===== config.mk =====
export PLATFORM = sky130hd
export DESIGN_NAME = pipe_stage_skid_flat
export DESIGN_NICKNAME = d
export VERILOG_FILES = /design/src/rtl/pipe_pkg.sv /design/src/rtl/pipe_stage_skid_if.sv /design/src/rtl/pipe_en_reg.sv /design/src/rtl/pipe_stage_ctrl.sv /design/src/rtl/pipe_stage_skid.sv /design/src/flat_wrapper.sv
export SDC_FILE = /design/constraint.sdc
export NUM_CORES = 1
export LEC_CHECK = 0
export BUFFER_PORTS_ARGS = -buffer_cell sky130_fd_sc_hd__clkbuf_2
export CAP_MARGIN = 20
export CORE_UTILIZATION = 53
export DETAILED_ROUTE_END_ITERATION = 8
export HOLD_SLACK_MARGIN = 0.05
export PLACE_DENSITY = 0.79
export SYNTH_ARGS = -nofsm -noshare
export SYNTH_HDL_FRONTEND = slang
export SYNTH_SLANG_ARGS = --single-unit

===== constraint.sdc =====
create_clock -name clk -period 2.8 [get_ports clk]
set_input_delay 0.14 -clock clk [delete_from_list [all_inputs] [get_ports clk]]
set_output_delay 0.14 -clock clk [all_outputs]
set_load 0.02 [all_outputs]

===== src/rtl/pipe_pkg.sv =====
// Shared definitions for the generic pipeline-stage skid register.
// Contents:
//   pipe_state_t     - stage occupancy state (EMPTY / FULL / SKID; 2'd3 is illegal)
//   F_D_W, D_E_W     - payload widths of the concatenated stage field bundles
//   state_in_ready   - in_ready implied by a state
//   state_out_valid  - out_valid implied by a state
package pipe_pkg;

  typedef enum logic [1:0] {
    EMPTY = 2'd0,
    FULL  = 2'd1,
    SKID  = 2'd2
  } pipe_state_t;

  localparam int F_D_W = 64;
  localparam int D_E_W = 143;

  // Only the two-entry state refuses new input.
  function automatic logic state_in_ready(input pipe_state_t st);
    logic rdy;
    case (st)
      EMPTY:   rdy = 1'b1;
      FULL:    rdy = 1'b1;
      SKID:    rdy = 1'b0;
      default: rdy = 1'b1;
    endcase
    return rdy;
  endfunction

  // Any occupied state presents its head payload.
  function automatic logic state_out_valid(input pipe_state_t st);
    logic vld;
    case (st)
      EMPTY:   vld = 1'b0;
      FULL:    vld = 1'b1;
      SKID:    vld = 1'b1;
      default: vld = 1'b0;
    endcase
    return vld;
  endfunction

endpackage


===== src/rtl/pipe_stage_skid_if.sv =====
// Handshake bundle for one pipeline stage: upstream side (in_*) and
// downstream side (out_*).
// Modports:
//   slave  - the stage itself: consumes in_valid/in_data/out_ready,
//            drives in_ready/out_valid/out_data
//   master - the surrounding pipeline (or a bench) driving the stage
interface pipe_stage_skid_if #(
  parameter int WIDTH = 32
);
  logic             in_valid;
  logic             in_ready;
  logic [WIDTH-1:0] in_data;
  logic             out_valid;
  logic             out_ready;
  logic [WIDTH-1:0] out_data;

  modport slave (
    input  in_valid, in_data, out_ready,
    output in_ready, out_valid, out_data
  );

  modport master (
    output in_valid, in_data, out_ready,
    input  in_ready, out_valid, out_data
  );
endinterface


===== src/rtl/pipe_en_reg.sv =====
// Enable register with a parameterised reset value.
// Ports: clk, rst (async, active-high), en (write enable), d (next value),
//        q (registered value).
module pipe_en_reg #(
  parameter int               WIDTH     = 32,
  parameter logic [WIDTH-1:0] RESET_VAL = {WIDTH{1'b0}}
) (
  input  logic             clk,
  input  logic             rst,
  input  logic             en,
  input  logic [WIDTH-1:0] d,
  output logic [WIDTH-1:0] q
);

  logic [WIDTH-1:0] q_r;

  assign q = q_r;

  // Storage: load d only when enabled.
  always_ff @(posedge clk or posedge rst) begin
    if (rst) begin
      q_r <= RESET_VAL;
    end else if (en) begin
      q_r <= d;
    end else begin
      q_r <= q_r;
    end
  end

endmodule


===== src/rtl/pipe_stage_ctrl.sv =====
// Occupancy FSM and datapath enable decode for the skid stage.
// Ports: clk, rst (async, active-high), in_valid, out_ready, flush (inputs);
//        in_ready, out_valid (registered), main_we, skid_we, main_sel_skid
//        (combinational enables for the two data registers).
module pipe_stage_ctrl
  import pipe_pkg::*;
(
  input  logic clk,
  input  logic rst,
  input  logic in_valid,
  input  logic out_ready,
  input  logic flush,
  output logic in_ready,
  output logic out_valid,
  output logic main_we,
  output logic skid_we,
  output logic main_sel_skid
);

  pipe_state_t state_r;
  pipe_state_t state_nxt_s;
  logic        in_ready_r;
  logic        out_valid_r;
  logic        in_fire_s;
  logic        out_fire_s;
  logic        main_we_s;
  logic        skid_we_s;
  logic        main_sel_skid_s;

  // Handshakes use only registered flags, so in_ready never sees out_ready.
  assign in_fire_s     = in_valid & in_ready_r;
  assign out_fire_s    = out_valid_r & out_ready;
  assign in_ready      = in_ready_r;
  assign out_valid     = out_valid_r;
  assign main_we       = main_we_s;
  assign skid_we       = skid_we_s;
  assign main_sel_skid = main_sel_skid_s;

  // Next-state and enable decode; flush overrides everything and writes nothing.
  always_comb begin
    state_nxt_s     = state_r;
    main_we_s       = 1'b0;
    skid_we_s       = 1'b0;
    main_sel_skid_s = 1'b0;
    if (flush) begin
      state_nxt_s = EMPTY;
    end else begin
      case (state_r)
        EMPTY: begin
          if (in_fire_s) begin
            main_we_s   = 1'b1;
            state_nxt_s = FULL;
          end else begin
            state_nxt_s = EMPTY;
          end
        end
        FULL: begin
          if (in_fire_s && out_fire_s) begin
            main_we_s   = 1'b1;
            state_nxt_s = FULL;
          end else if (in_fire_s) begin
            skid_we_s   = 1'b1;
            state_nxt_s = SKID;
          end else if (out_fire_s) begin
            state_nxt_s = EMPTY;
          end else begin
            state_nxt_s = FULL;
          end
        end
        SKID: begin
          if (out_fire_s) begin
            main_we_s       = 1'b1;
            main_sel_skid_s = 1'b1;
            state_nxt_s     = FULL;
          end else begin
            state_nxt_s = SKID;
          end
        end
        default: begin
          state_nxt_s = EMPTY;
        end
      endcase
    end
  end

  // State register with handshake flags registered alongside it.
  always_ff @(posedge clk or posedge rst) begin
    if (rst) begin
      state_r     <= EMPTY;
      in_ready_r  <= 1'b1;
      out_valid_r <= 1'b0;
    end else begin
      state_r     <= state_nxt_s;
      in_ready_r  <= state_in_ready(state_nxt_s);
      out_valid_r <= state_out_valid(state_nxt_s);
    end
  end

endmodule


===== src/rtl/pipe_stage_skid.sv =====
// Generic pipeline-stage register with a 2-entry skid buffer, synchronous
// flush and a saturating back-pressure counter.
// Ports:
//   clk, rst  - clock (rising edge), asynchronous active-high reset
//   bus       - pipe_stage_skid_if.slave: in_valid/in_ready/in_data upstream,
//               out_valid/out_ready/out_data downstream
//   flush     - synchronous squash of all held payloads
//   stall_cnt - cycles with out_valid=1 and out_ready=0, saturating
module pipe_stage_skid
  import pipe_pkg::*;
#(
  parameter int               WIDTH     = 32,
  parameter logic [WIDTH-1:0] RESET_VAL = {WIDTH{1'b0}},
  parameter int               CNT_W     = 16
) (
  input  logic               clk,
  input  logic               rst,
  pipe_stage_skid_if.slave   bus,
  input  logic               flush,
  output logic [CNT_W-1:0]   stall_cnt
);

  logic             main_we_s;
  logic             skid_we_s;
  logic             main_sel_skid_s;
  logic [WIDTH-1:0] main_d_s;
  logic [WIDTH-1:0] main_q_s;
  logic [WIDTH-1:0] skid_q_s;
  logic [CNT_W-1:0] stall_cnt_r;

  pipe_stage_ctrl u_ctrl (
    .clk           (clk),
    .rst           (rst),
    .in_valid      (bus.in_valid),
    .out_ready     (bus.out_ready),
    .flush         (flush),
    .in_ready      (bus.in_ready),
    .out_valid     (bus.out_valid),
    .main_we       (main_we_s),
    .skid_we       (skid_we_s),
    .main_sel_skid (main_sel_skid_s)
  );

  // Main register refills from the skid entry when draining two-deep.
  always_comb begin
    if (main_sel_skid_s) begin
      main_d_s = skid_q_s;
    end else begin
      main_d_s = bus.in_data;
    end
  end

  pipe_en_reg #(.WIDTH(WIDTH), .RESET_VAL(RESET_VAL)) u_main_reg (
    .clk (clk),
    .rst (rst),
    .en  (main_we_s),
    .d   (main_d_s),
    .q   (main_q_s)
  );

  pipe_en_reg #(.WIDTH(WIDTH), .RESET_VAL(RESET_VAL)) u_skid_reg (
    .clk (clk),
    .rst (rst),
    .en  (skid_we_s),
    .d   (bus.in_data),
    .q   (skid_q_s)
  );

  assign bus.out_data = main_q_s;
  assign stall_cnt    = stall_cnt_r;

  // Back-pressure counter; only reset clears it, flush does not.
  always_ff @(posedge clk or posedge rst) begin
    if (rst) begin
      stall_cnt_r <= {CNT_W{1'b0}};
    end else if (bus.out_valid && !bus.out_ready && (stall_cnt_r != {CNT_W{1'b1}})) begin
      stall_cnt_r <= stall_cnt_r + {{(CNT_W-1){1'b0}}, 1'b1};
    end else begin
      stall_cnt_r <= stall_cnt_r;
    end
  end

endmodule


===== src/flat_wrapper.sv =====
// flat-port wrapper written by rule: the top's interface ports become plain ports
module pipe_stage_skid_flat import pipe_pkg::*;
#(
  parameter int               WIDTH     = 32,
  parameter logic [WIDTH-1:0] RESET_VAL = {WIDTH{1'b0}},
  parameter int               CNT_W     = 16
)
  (clk, rst, flush, stall_cnt, bus_in_valid, bus_in_data, bus_out_ready, bus_in_ready, bus_out_valid, bus_out_data);
  pipe_stage_skid_if #(.WIDTH(WIDTH)) bus_i ();
  input  logic clk;
  input  logic rst;
  input  logic flush;
  output logic [CNT_W-1:0] stall_cnt;
  input wire logic [$bits(bus_i.in_valid)-1:0] bus_in_valid;
  input wire logic [$bits(bus_i.in_data)-1:0] bus_in_data;
  input wire logic [$bits(bus_i.out_ready)-1:0] bus_out_ready;
  output wire logic [$bits(bus_i.in_ready)-1:0] bus_in_ready;
  output wire logic [$bits(bus_i.out_valid)-1:0] bus_out_valid;
  output wire logic [$bits(bus_i.out_data)-1:0] bus_out_data;
  assign bus_i.in_valid = bus_in_valid;
  assign bus_i.in_data = bus_in_data;
  assign bus_i.out_ready = bus_out_ready;
  assign bus_in_ready = bus_i.in_ready;
  assign bus_out_valid = bus_i.out_valid;
  assign bus_out_data = bus_i.out_data;
  pipe_stage_skid #(.WIDTH(WIDTH), .RESET_VAL(RESET_VAL), .CNT_W(CNT_W)) u_core (.clk(clk), .rst(rst), .bus(bus_i), .flush(flush), .stall_cnt(stall_cnt));
endmodule

# Yosys cells after proc, flatten, opt, wreduce, memory -nomap -nowiden
# Index checks and enable logic that the tools add are counted.
# totals
regBits	84
# classes
mux	20
add_sub_neg	1
n_reduce_logical	6
eq_ne	5
bitwise	2
# ops
operator	count
two-way mux 32 bit	1
adder 16 x 1 -> 16 bit, second input constant	1
!= test 16 bit, second input constant	1
two-way mux 1 bit	13
two-way mux 2 bit	4
one-hot mux 2 bit (3 select lines)	1
equality test 2 x 1 -> 1 bit, second input constant	2
equality test 2 bit, second input constant	2
logical AND 1 bit	3
one-hot mux 1 bit (3 select lines)	1
bitwise AND 1 bit	2
zero test 2 bit	1
OR reduction 2 bit	1
zero test 1 bit	1

# Logic depth before layout (Yosys ltp)
# logic_depth
word_depth	9
depth_mapped	8

# By module
# A second synthesis with hierarchy kept.
# hier_totals
hier_cells	272
area_unflattened_um2	4145.2
# by_module_without_submodules
mod	cells_each	seq_area_each_um2	n_inst	area_per_inst_um2
pipe_en_reg	69	800.8	2	1348.8
pipe_stage_skid	110	400.4	1	1189.9
pipe_stage_ctrl	24	101.3	1	257.7

# Worst setup path before layout
# Ideal clock, no wire load.
# synth_path
kind	register to register
start	register u_core.u_ctrl.in_ready_r, in the netlist u_core.u_ctrl.in_ready
end	register u_core.u_skid_reg.q_r[10], in the netlist u_core.u_skid_reg.q[10]
path_slack_ns	0.776
setup_time_ns	0.125
n_path_buf	2
arrival_ns	1.900
path_stages_with_launch	7
cell_sequence	dfstp_2 > and2_1 > ha_1 > nor4bb_1 > clkbuf_1 > buf_2 > mux2_2
# synth_between
elab_chain_len	5
word_cells_on_any_way	6
classes_between	mux (4); bitwise (1); reduce/logical (1)
# synth_lines
item	line_no	rtl
start, declared	pipe_stage_ctrl.sv:22	logic in_ready_r;
start signal, assigned	pipe_stage_ctrl.sv:94	in_ready_r <= state_in_ready(state_nxt_s);
bitwise AND 1 bit (*)	pipe_stage_ctrl.sv:31	assign in_fire_s = in_valid & in_ready_r;
two-way mux 1 bit or logical AND 1 bit (tied branches)	pipe_stage_ctrl.sv:61, pipe_stage_ctrl.sv:58	
two-way mux 1 bit (*)	pipe_stage_ctrl.sv:58	if (in_fire_s && out_fire_s) begin
two-way mux 1 bit (*)	pipe_stage_ctrl.sv:48	case (state_r)
two-way mux 1 bit (*)	pipe_stage_ctrl.sv:45	if (flush) begin
end signal, assigned	pipe_en_reg.sv:26	q_r <= q_r;
end, declared	pipe_en_reg.sv:15	logic [WIDTH-1:0] q_r;
# Every way passes the cells marked *; elsewhere a longest branch is shown, timed or not.
# A chain may end at the register's enable or synchronous reset.

# Worst setup path in the final report
# layout_path
start	register u_core.u_ctrl.in_ready_r, in the netlist u_core.u_ctrl.in_ready
end	register u_core.u_skid_reg.q_r[13], in the netlist u_core.u_skid_reg.q[13]
# Same word-level chain as after synthesis.

==> summary.txt <==
STA
  • Final period util: 81.29%
  • Slew headroom: between 50% and 60%
  • Final Max Tran Viols: 0
  • Fmax: 0.4393 GHz
  • Post-layout min period: 2.276 ns
  • Setup TNS: 0 ns
  • Worst-Margin Slew: approximately 0.6 ns
  • Clock Skews: 0.01037 ns
  • Unrepaired setup endpoints after global routing: false
  • Final hold viol count: 0
  • Setup Viol. Count Final: 0

Global routing
  • Initial antenna violation count: 0
  • First-pass GRT wire length: around 12 mm
  • GRT Total Usage: 21.19%
  • Vias in the first global route: roughly 2,600
  • Largest net degree at the start of global routing: 36
  • Aggregate global routing overflow: 0

Placement
  • HPWL after DPL: 5.030 mm
  • Dpl cells: 481
  • GPL Wtd Cong: between 0.8 and 0.9
  • Buffers on Ports: 86

Drt
  • DR iter-0 viols: roughly 140
  • ANT nets after route: 0
  • Vias: 2,678
  • Via/cell ratio: slightly above 5
  • Pre-Repair DR Iteration Count: 9
  • WL per Instance: around 14 um
  • Final wirelength: 7.347 mm
  • Drc violations: 1

Power and ir drop
  • Clock power share: 24.9%
  • Leakage: roughly 2.4 nW
  • Combinational power share: around 26%
  • Seq pwr share: between 40% and 50%
  • Net Sw Frac: between 30% and 40%
  • Int Power: ~2.6 mW
  • PwrDens: between 700 and 800 nW/um2
  • Worst VDD drop: 0.4577 mV
  • Switching power total: 1.166 mW

Worst setup path
  • Worst R2R Path Depth: 5
  • Slowest stage delay, CP: 0.60 ns
  • Setup crit end kind: flip-flop
  • CP Max Fanout: 14
  • CP cell instances: and2_1 > ha_1 > nor4bb_4 > buf_4 > mux2_2
  • Req. time, crit path: 3.03 ns
  • Slack of the worst reg-to-reg path: around 0.52 ns
  • Setup CP Type: reg2reg
  • Startpoint Class: flip-flop
  • RR Startpoint: u_core.u_ctrl.in_ready$_DFF_PP1_
  • Worst EP arrival: between 2 and 3 ns
  • Slowest cell on the critical path: nor4bb_4
  • Reg2reg end: u_core.u_skid_reg.q[13]$_DFFE_PP0P_

Logic synthesis
  • Synth Area in Adders: under 10%
  • Post-synthesis mux area share: between 10% and 20%
  • Simple logic cell fraction of the synthesized area: 12.00%
  • Syn nets: roughly 350
  • Yosys warns: 0
  • Main combinational cell family by area after synthesis: multiplexers
  • Primary FF master, synth: dfrtp_1
  • Number of synthesized flops with an enable pin: 0
  • Compound-cell area share of the yosys netlist: between 5 and 6%
  • Syn avg cell area: around 12 um2
  • Mapped Cells: between 300 and 400
  • Synth Cell Area: around 3700 um2
  • Synth async-reset ratio: 100.0%
  • Synth Register Bits: 84
  • Post-Synth XOR/XNOR Area: around 3.5%
  • Sequential share of the synthesized area: 56.50%
  • Count of different cell masters after synthesis: 36

Final layout
  • Layout area overhead: 27.76%
  • Layout cell share with drive strength beyond 1: 36.32%
  • Final non-filler cell total: 520
  • Fillers: about 500
  • ANT cells: 0
  • Final #Nets: between 400 and 500

Die
  • Die H: 85.81 um
  • Num ports: 87
  • CORE AREA: 6794 um2
  • Die X-Extent: roughly 86 um
  • Starting Density: between 50% and 60%
  • Die footprint: around 7400 um2
  • # rows: 30

Worst hold path
  • Worst Hold End: u_core.u_skid_reg.q[16]$_DFFE_PP0P_
  • Worst Hold Depth: 2
  • Type of the worst min-delay path: in2reg
  • Hold wc startpoint: bus_in_data[16]

Run status
  • Status: complete, but fails checks
  • Failing checks: design-rule violations

Clock network
  • CTS H-tree depth: 3
  • Post_cts resized: 0
  • Root buf cell: clkbuf_8
  • Worst-path clk slew: around 0.080 ns
  • TritonCTS Buffers: 9
  • Post-CTS setup buffer count: 0
  • CTS max path bufs: 2
  • Clk_lat worst skew: 0.34 ns
  • CTS tree: yes
  • Clock sink count: 84

Flow run
  • Max Cap Viol: 0
-- metal layers --
layer	part of all wire (%)	vias to the layer above	track usage, %
met5	0	-	0
met3	3.1	9	3.850
li1	-	1316	-
met2	48	56	35.13
met4	1.3	0	7.727
met1	48	1297	28.13
-- state kept, by name (all words and copies together) (netlist names) --
register	flops
u_core.u_skid_reg.q	32
u_core.u_main_reg.q	32
u_core.stall_cnt	16
u_core.u_ctrl.in_ready	1
u_core.u_ctrl.out_valid	1
u_core.u_ctrl.state_r	2
-- layout by cell type, fill, tap and decap left out, drive strengths merged --
master	netlist	routed
nor2	37	37
nor4bb	1	1
nor3	4	4
nor4	6	6
and2	1	1
a21oi	33	33
bufinv	0	2
clkinv	0	3
a211oi	1	1
mux2i	32	32
xor2	13	13
nand3	6	6
nand4	6	6
dfrtp	83	83
ha	4	4
nand3b	2	2
buf	12	7
or4	1	1
inv	7	6
and2b	1	1
dfstp	1	1
nor4b	3	3
nor3b	1	1
xnor2	2	2
and4	1	1
a31o	1	1
a31oi	2	2
or2	1	1
nand2	6	6
clkbuf	2	97
dlygate4sd3	0	24
nand2b	1	1
mux2	33	33
nand4bb	1	1
nand4b	1	1
-- layout make-up --
type | instances | area (um2) | area share [%]
sequential | 84 | 2103 | 44.23
inverter | 7 | 27.53 | 0.5788
clock inverter | 4 | 73.82 | 1.552
tap | 96 | 120.1 | 2.526
multi-input combinational | 201 | 1554 | 32.68
timing repair buffer | 117 | 735.7 | 15.47
clock buffer | 11 | 141.4 | 2.973
-- kinds of logic after synthesis --
kind of cell	after synthesis
compound gates	37
mux	65
xor+xnor	15
fa+ha+maj	4
simple gates	80
buf+inv	21
flops	84
-- through the flow --
step | setup slack, ns | hold WS (ns) | total power, mW | utilization, % | instance area, um2
after floorplan | 0.4965 | 0.2064 | 2.451 | - | 3722
after CTS | 0.5271 | 0.05139 | 3.747 | 69.85 | 4746
after global routing | 0.4259 | 0.05140 | 3.931 | 70.00 | 4756
after detailed placement | 0.5257 | 0.09717 | 2.788 | 63.30 | 4300
after global placement | 0.6755 | 0.09475 | 2.735 | 63.30 | 4300
final | 0.5238 | 0.06129 | 3.722 | 70.00 | 4756
-- power groups by stage --
stage / Sequential, mW / Clock [mW] / Combinational [mW]
4_1_cts: 1.83 / 0.951 / 0.971
3_5_place_dp: 1.85 / 0 / 0.941
3_3_place_gp: 1.83 / 0 / 0.906
5_1_grt: 1.88 / 1.00 / 1.05
6_report: 1.83 / 0.929 / 0.965
2_1_floorplan: 2.00 / 0 / 0.449
-- synth_stat cells (all sizes together), types with 6 or more instances --
cell | n | area share [%]
dfrtp | 83 | 56
nor2 | 37 | 3.7
a21oi | 33 | 4.4
mux2 | 33 | 10
mux2i | 32 | 8.6
xor2 | 13 | 3.1
buf | 12 | 1.6
inv | 7 | 0.71
nand2 | 6 | 0.60
nand3 | 6 | 0.81
nand4 | 6 | 1.2
nor4 | 6 | 1.7
-- worst max-delay path, delay by kind of cell (launching register included) --
kind / cells / cell delay (ns)
adders and majority gates: 1 / 0.16
buffers and inverters: 1 / 0.33
DFF: 1 / 0.55
muxes: 1 / 0.37
and+or+nand+nor: 2 / 0.75
-- how the worst max path moves through the flow --
stage / from / to / slack [ns]
after floorplan: rst / u_core.stall_cnt[0]$_DFFE_PP0P_ / 0.50
after global placement: u_core.u_ctrl.in_ready$_DFF_PP1_ / u_core.u_skid_reg.q[12]$_DFFE_PP0P_ / 0.68
after detailed placement: u_core.u_ctrl.in_ready$_DFF_PP1_ / u_core.u_skid_reg.q[12]$_DFFE_PP0P_ / 0.53
after CTS: u_core.u_ctrl.in_ready$_DFF_PP1_ / u_core.u_skid_reg.q[12]$_DFFE_PP0P_ / 0.53
after global routing: u_core.u_ctrl.in_ready$_DFF_PP1_ / u_core.u_skid_reg.q[13]$_DFFE_PP0P_ / 0.43
final: u_core.u_ctrl.in_ready$_DFF_PP1_ / u_core.u_skid_reg.q[13]$_DFFE_PP0P_ / 0.52
-- timing repair --
item | in CTS | in global routing
hold endpoints to repair | 40 | 1
endpoints found under the setup margin | 0 | 0
hold buffers | 23 | 1
Note: power is estimated with default switching activity, not from simulation.
